### config.mk
export PLATFORM = sky130hd
export DESIGN_NAME = mic_array_capture
export DESIGN_NICKNAME = d
export VERILOG_FILES = /design/src/rtl/mic_pkg.sv /design/src/rtl/i2s_rx_lane.sv /design/src/rtl/mic_array_capture.sv
export SDC_FILE = /design/constraint.sdc
export NUM_CORES = 1
export LEC_CHECK = 0
export BUFFER_PORTS_ARGS = -buffer_cell sky130_fd_sc_hd__buf_2
export CORE_AREA = 2 2 146 112
export DETAILED_ROUTE_END_ITERATION = 6
export DIE_AREA = 0 0 148 114
export PLACE_DENSITY = 0.75
export SYNTH_ARGS = -nofsm -noshare
export SYNTH_HDL_FRONTEND = slang
export SYNTH_HIERARCHICAL = 1
export SYNTH_SLANG_ARGS = --single-unit
### constraint.sdc
create_clock -name sys_clk -period 3.1 [get_ports sys_clk]
set_clock_uncertainty 0.2 [all_clocks]
set_input_delay 0.155 -clock sys_clk [delete_from_list [all_inputs] [get_ports sys_clk]]
set_output_delay 0.155 -clock sys_clk [all_outputs]
set_load 0.01 [all_outputs]
### src/rtl/mic_pkg.sv
// Shared constants and output FSM encoding for the multi-channel I2S mic capture engine.
package mic_pkg;

    localparam int MIC_CLK_DIV   = 10;
    localparam int MIC_SLOT_BITS = 32;
    localparam int MIC_DATA_W    = 24;
    localparam int MIC_OUT_W     = 16;
    localparam int MIC_NUM_CH    = 4;

    typedef enum logic {
        ST_IDLE = 1'b0,
        ST_SEND = 1'b1
    } mic_state_e;

endpackage

### src/rtl/i2s_rx_lane.sv
// One I2S data lane: 2-flop synchroniser, DATA_W MSB-first shifter and OUT_W word formatting.
// MIC_CAPTURE_ROUND_EN selects round-half-up with positive saturation instead of truncation.
module i2s_rx_lane
    import mic_pkg::*;
#(
    parameter int DATA_W = MIC_DATA_W,
    parameter int OUT_W  = MIC_OUT_W
) (
    input  logic             clk,
    input  logic             rst_n,
    input  logic             data_i,
    input  logic             rise_stb,
    input  logic             window,
    output logic [OUT_W-1:0] word_o
);

    logic [1:0]        sync_q, sync_d;
    logic [DATA_W-1:0] shift_q, shift_d;
    logic [OUT_W-1:0]  top_bits;

    always_comb begin
        sync_d  = {sync_q[0], data_i};
        shift_d = shift_q;
        if (rise_stb && window) begin
            shift_d = {shift_q[DATA_W-2:0], sync_q[1]};
        end
    end

    always_ff @(posedge clk or negedge rst_n) begin
        if (!rst_n) begin
            sync_q  <= '0;
            shift_q <= '0;
        end else begin
            sync_q  <= sync_d;
            shift_q <= shift_d;
        end
    end

    assign top_bits = shift_q[DATA_W-1 -: OUT_W];

`ifdef MIC_CAPTURE_ROUND_EN
    localparam int RB = (DATA_W > OUT_W) ? DATA_W - OUT_W - 1 : 0;
    localparam logic [OUT_W-1:0] MAX_POS = {1'b0, {(OUT_W-1){1'b1}}};
    logic round_bit;
    assign round_bit = (DATA_W > OUT_W) ? shift_q[RB] : 1'b0;
`endif

    always_comb begin
        word_o = top_bits;
`ifdef MIC_CAPTURE_ROUND_EN
        // Only +max can overflow when adding one half-LSB; it clamps in place.
        if (round_bit && (top_bits != MAX_POS)) begin
            word_o = top_bits + OUT_W'(1);
        end
`endif
    end

endmodule

### src/rtl/mic_array_capture.sv
// Multi-lane I2S mic capture: SCK/WS generation by clock-enable, per-lane deserialisers,
// frame holding register streamed out channel by channel, dropped-frame accounting.
// Optional MIC_CAPTURE_ROUND_EN rounds samples inside each lane.
module mic_array_capture
    import mic_pkg::*;
#(
    parameter int CLK_DIV   = MIC_CLK_DIV,
    parameter int SLOT_BITS = MIC_SLOT_BITS,
    parameter int DATA_W    = MIC_DATA_W,
    parameter int OUT_W     = MIC_OUT_W,
    parameter int NUM_CH    = MIC_NUM_CH,
    parameter int CH_W      = (NUM_CH > 1) ? $clog2(NUM_CH) : 1
) (
    input  logic              sys_clk,
    input  logic              sys_rst_n,
    input  logic              capture_en,
    input  logic [NUM_CH-1:0] mic_data_i,
    output logic              mic_sck_o,
    output logic              mic_ws_o,
    output logic              m_valid,
    input  logic              m_ready,
    output logic [OUT_W-1:0]  m_data,
    output logic [CH_W-1:0]   m_chan,
    output logic              m_last,
    output logic              ovf_sticky,
    output logic [15:0]       ovf_count
);

    localparam int DIV_W = $clog2(CLK_DIV);
    localparam int BIT_W = $clog2(2 * SLOT_BITS);
    localparam logic [DIV_W-1:0] DIV_RISE = DIV_W'(CLK_DIV / 2 - 1);
    localparam logic [DIV_W-1:0] DIV_HALF = DIV_W'(CLK_DIV / 2);
    localparam logic [DIV_W-1:0] DIV_LAST = DIV_W'(CLK_DIV - 1);
    localparam logic [BIT_W-1:0] BIT_SLOT = BIT_W'(SLOT_BITS);
    localparam logic [BIT_W-1:0] BIT_DONE = BIT_W'(DATA_W);
    localparam logic [BIT_W-1:0] BIT_LAST = BIT_W'(2 * SLOT_BITS - 1);
    localparam logic [CH_W-1:0]  IDX_LAST = CH_W'(NUM_CH - 1);

    logic [DIV_W-1:0] div_cnt_q, div_cnt_d;
    logic [BIT_W-1:0] bit_cnt_q, bit_cnt_d;
    logic             sck_q, sck_d;
    logic             ws_q, ws_d;
    logic             armed_q, armed_d;
    logic             done_q, done_d;
    mic_state_e       state_q, state_d;
    logic [CH_W-1:0]  idx_q, idx_d;
    logic             ovf_sticky_q, ovf_sticky_d;
    logic [15:0]      ovf_count_q, ovf_count_d;
    logic [NUM_CH-1:0][OUT_W-1:0] hold_q, hold_d;
    logic [NUM_CH-1:0][OUT_W-1:0] lane_words;

    logic rise_stb, fall_stb, window;

    assign rise_stb = (div_cnt_q == DIV_RISE);
    assign fall_stb = (div_cnt_q == DIV_LAST);
    // One-bit I2S delay: the MSB sits in slot bit 1.
    assign window   = (bit_cnt_q != '0) && (bit_cnt_q <= BIT_DONE);

    for (genvar g = 0; g < NUM_CH; g++) begin : g_lane
        i2s_rx_lane #(
            .DATA_W (DATA_W),
            .OUT_W  (OUT_W)
        ) u_lane (
            .clk      (sys_clk),
            .rst_n    (sys_rst_n),
            .data_i   (mic_data_i[g]),
            .rise_stb (rise_stb),
            .window   (window),
            .word_o   (lane_words[g])
        );
    end

    always_comb begin
        div_cnt_d = (div_cnt_q == DIV_LAST) ? '0 : div_cnt_q + 1'b1;
        sck_d     = (div_cnt_d >= DIV_HALF);
        bit_cnt_d = bit_cnt_q;
        if (fall_stb) begin
            bit_cnt_d = (bit_cnt_q == BIT_LAST) ? '0 : bit_cnt_q + 1'b1;
        end
        ws_d    = (bit_cnt_d >= BIT_SLOT);
        armed_d = armed_q;
        if (rise_stb && (bit_cnt_q == '0)) begin
            armed_d = capture_en;
        end
        // The last shift and this flag land on the same edge, so the load sees a full word.
        done_d = rise_stb && (bit_cnt_q == BIT_DONE) && armed_q;
    end

    always_comb begin
        state_d      = state_q;
        idx_d        = idx_q;
        hold_d       = hold_q;
        ovf_sticky_d = ovf_sticky_q;
        ovf_count_d  = ovf_count_q;
        m_valid      = 1'b0;
        m_data       = '0;
        m_chan       = '0;
        m_last       = 1'b0;
        case (state_q)
            ST_IDLE: begin
                if (done_q) begin
                    hold_d  = lane_words;
                    idx_d   = '0;
                    state_d = ST_SEND;
                end
            end
            ST_SEND: begin
                m_valid = 1'b1;
                m_data  = hold_q[idx_q];
                m_chan  = idx_q;
                m_last  = (idx_q == IDX_LAST);
                if (m_ready) begin
                    if (idx_q == IDX_LAST) begin
                        idx_d   = '0;
                        state_d = ST_IDLE;
                    end else begin
                        idx_d = idx_q + 1'b1;
                    end
                end
                if (done_q) begin
                    ovf_sticky_d = 1'b1;
                    if (ovf_count_q != 16'hFFFF) begin
                        ovf_count_d = ovf_count_q + 16'd1;
                    end
                end
            end
            default: state_d = ST_IDLE;
        endcase
    end

    always_ff @(posedge sys_clk or negedge sys_rst_n) begin
        if (!sys_rst_n) begin
            div_cnt_q    <= '0;
            bit_cnt_q    <= '0;
            sck_q        <= 1'b0;
            ws_q         <= 1'b0;
            armed_q      <= 1'b0;
            done_q       <= 1'b0;
            state_q      <= ST_IDLE;
            idx_q        <= '0;
            hold_q       <= '0;
            ovf_sticky_q <= 1'b0;
            ovf_count_q  <= '0;
        end else begin
            div_cnt_q    <= div_cnt_d;
            bit_cnt_q    <= bit_cnt_d;
            sck_q        <= sck_d;
            ws_q         <= ws_d;
            armed_q      <= armed_d;
            done_q       <= done_d;
            state_q      <= state_d;
            idx_q        <= idx_d;
            hold_q       <= hold_d;
            ovf_sticky_q <= ovf_sticky_d;
            ovf_count_q  <= ovf_count_d;
        end
    end

    assign mic_sck_o  = sck_q;
    assign mic_ws_o   = ws_q;
    assign ovf_sticky = ovf_sticky_q;
    assign ovf_count  = ovf_count_q;

endmodule

==> results.py <==
metrics = {
    "layout": {
        "area_growth_syn_to_layout_pct": 7.850,
        "n_antenna_cell": 0,
        "drive_gt1_frac": 0.4568,
        "fin_util": 0.6286,
        "final_common_cell": "dfrtp_1",
        "layout.cells.non_filler": 823,
        "fin_nets": 618,
        "most-common-layout-cells": "dfrtp_1 (202), mux2_2 (83), mux2_4 (80)",
    },
    "timing": {
        "holdWs_ps": 95.54,
        "slew_headroom": 0.4992,
        "tightestPinTransition_ps": 748.5,
        "setup_violations": 0,
        "fmax_ghz": 0.3797,
        "finalCritPeriodShare": 0.8496,
        "report.final.slew_viol_count": 0,
        "rsz0062_at_grt": "false",
        "hold_viol_final": 0,
        "tns_ps": 0,
        "min_period_ps": 2634,
    },
    "clock_tree": {
        "clock_path_buffers": 3,
        "cts_made_buffers": 20,
        "path_clk_slew_ps": 60,
        "clock_latency_ps": 490,
        "htree_levels": 1,
        "cts.sinks": 202,
        "cts_tree": "yes",
        "cts-root-buf": "clkbuf_16",
    },
    "synthesis": {
        "synth.area.top_cells": "dfrtp_1 (56%), mux2_4 (13%), mux2_2 (10%), buf_4 (5.4%), mux4_2 (4.0%)",
        "async_flop_share": 1.000,
        "synthCells": 602,
        "synth_top_area_share": 0.5554,
        "synth_area_um2": 9101,
        "synth_flop_cell": "dfrtp_1",
        "yosysUniqueCellTypes": 43,
        "yosysWarnings": 6,
        "synth-seq-cells": 202,
        "syn_area_per_cell_um2": 15.12,
        "synth_top_cell_by_area": "dfrtp_1",
        "ys_seq_area_frac": 0.5554,
        "syn-num-nets": 618,
        "synth_edf_count": 0,
    },
    "global_routing": {
        "grt_usage": 0.1857,
        "first_global_vias": 4709,
        "grt_pass1_wl_mm": 24.92,
        "gr-total-overflow": 0,
        "antenna_found_initial": 0,
        "grt_start_max_net_pins": 90,
    },
    "die": {
        "core_region_area_um2": 15620,
        "ios": 47,
        "dieArea_um2": 16870,
        "die_h_um": 114,
        "fp.dieW_um": 148,
        "rows": 40,
        "start_util": 0.5829,
    },
    "route": {
        "wl_met1_mm": 7.098,
        "viasPerCell": 5.375,
        "dr_wl_met3_um": 466,
        "wl_per_cell_um": 17.92,
        "wl_mm": 14.75,
        "firstDrtPassIters": 4,
        "vias": 4424,
        "ant_nets": 0,
        "drc": 0,
        "dr_wl_met2_mm": 6.897,
        "drtIter0Drc": 196,
        "top_layer_used": "met4",
    },
    "worst_setup_path": {
        "cp-start-kind": "flop",
        "crit_required_ps": 2740,
        "critical_path_class": "flop to primary output",
        "end_kind": "primary output",
        "cp_max_fo": 13,
        "arrival_ps": 2280,
    },
    "worst_hold_path": {
        "hold_path_class": "input pin to asynchronous set/reset pin",
    },
    "power_and_ir_drop": {
        "sw_frac_of_total": 0.2259,
        "power.share.clock": 0.421,
        "combPwrFrac": 0.070,
        "ir_drop_uv": 365.2,
        "p_switching_uw": 1210,
        "power.leakage_uw": 0.005046,
        "power.internal_uw": 4146,
        "power.total_uw": 5356,
        "power_density_nw_per_um2": 545.7,
        "power.share.sequential": 0.509,
    },
    "place": {
        "gp_congestion": 0.7658,
        "dp_cells": 783,
        "io_buffers": 46,
        "hpwl_mm": 9.642,
    },
    "status": {
        "status": "completed",
    },
    "flow_run": {
        "maxCapViolCount": 0,
    },
}
[timing repair]
| item | 4_1_cts | 5_1_grt |
|---|---|---|
| hold buffers | 7 | 0 |
| endpoints found under the hold margin | 94 | 0 |
| gates resized for setup | 0 | 0 |
| setup buffers | 0 | 0 |
| setup endpoints to repair | 0 | 0 |
[through the flow]
step / worst slack, ps / cell area (µm²)
after detailed placement: 594.8 / 9136
after CTS: 398.6 / 9816
after floorplan: 749.0 / 9101
after global placement: 632.8 / 9136
final: 466.4 / 9816
after global routing: 319.2 / 9816
[critical path, cell delays in order, from the launching register on]
cell,delay (ps)
dfrtp_1,710
buf_12,240
mux4_2,510
and2_1,190
buf_2,140
[flip-flops by register name, summed over array words and instances, names as in the netlist]
signal	count
g_lane.u_lane/shift_q	96
hold_q	64
ovf_count	16
g_lane.u_lane/sync_q	8
bit_cnt_q	6
div_cnt_q	4
idx_q	2
armed_q	1
done_q	1
mic_sck_o	1
mic_ws_o	1
ovf_sticky	1
state_q	1
[cell families after synthesis]
group                    count (synthesis)  share of synthesized area
AO/OA/AOI/OAI                           15                    0.01196
flip-flops                             202                     0.5554
buffers and inverters                   94                    0.07451
multiplexers                           179                     0.2743
XOR/XNOR                                20                    0.01925
AND/OR/NAND/NOR                         84                    0.05362
adder cells (fa/ha/maj)                  8                    0.01100
[synth_stat cells, types with 2 or more instances]
| cell | count |
|---|---|
| dfrtp_1 | 202 |
| mux2_2 | 83 |
| mux2_4 | 80 |
| buf_4 | 65 |
| and2_1 | 20 |
| mux4_2 | 16 |
| xnor2_1 | 16 |
| nand2_1 | 15 |
| buf_2 | 11 |
| nor2_1 | 10 |
| buf_6 | 9 |
| ha_1 | 8 |
| inv_1 | 7 |
| nand3_1 | 6 |
| nand4_1 | 6 |
| nand2_2 | 4 |
| nand2b_1 | 4 |
| o21ai_0 | 4 |
| xor2_1 | 4 |
| a21o_1 | 3 |
| a31oi_1 | 3 |
| and3_1 | 2 |
| clkbuf_1 | 2 |
| nor2_2 | 2 |
| nor2b_1 | 2 |
[final timing paths]
| check | cells after the start | end | start | slack [ps] |
|---|---|---|---|---|
| setup / recovery | 4 | m_data[8] | idx_q[0] | 470 |
| min in group sys_clk | 2 | g_lane[0].u_lane/sync_q[0] | mic_data_i[0] | 110 |
| hold / removal | 2 | g_lane[1].u_lane/sync_q[0] | sys_rst_n | 100 |
| hold reg to reg | 0 | g_lane[3].u_lane/sync_q[1] | g_lane[3].u_lane/sync_q[0] | 150 |
| max in group asynchronous | 3 | g_lane[2].u_lane/shift_q[18] | sys_rst_n | 1850 |
| setup reg to reg | 8 | g_lane[1].u_lane/shift_q[11] | bit_cnt_q[0] | 570 |
[metal layers]
| metal | GRT usage | up-vias |
|---|---|---|
| li1 | - | 2033 |
| met1 | 0.2723 | 2311 |
| met2 | 0.2938 | 55 |
| met3 | 0.03240 | 25 |
| met4 | 0.04508 | 0 |
| met5 | 0 | - |
[power groups by stage]
stage / clock, µW / combinational (µW) / sequential [µW]
final: 2260 / 373 / 2730
after global routing: 2430 / 415 / 2730
after CTS: 2320 / 386 / 2730
after detailed placement: 0 / 377 / 2780
after global placement: 0 / 364 / 2770
after floorplan: 0 / 246 / 2740
[cell type report]
type                    count  area [µm²]
well taps                 210       262.8
fillers                  1154        5799
multi-input cells         306        3376
flip-flops and latches    202        5055
clock inverters             4       23.77
repair buffers             65       486.7
clock buffers              29       585.6
inverters                   7       26.28
Power figures use the tool's default switching activity.
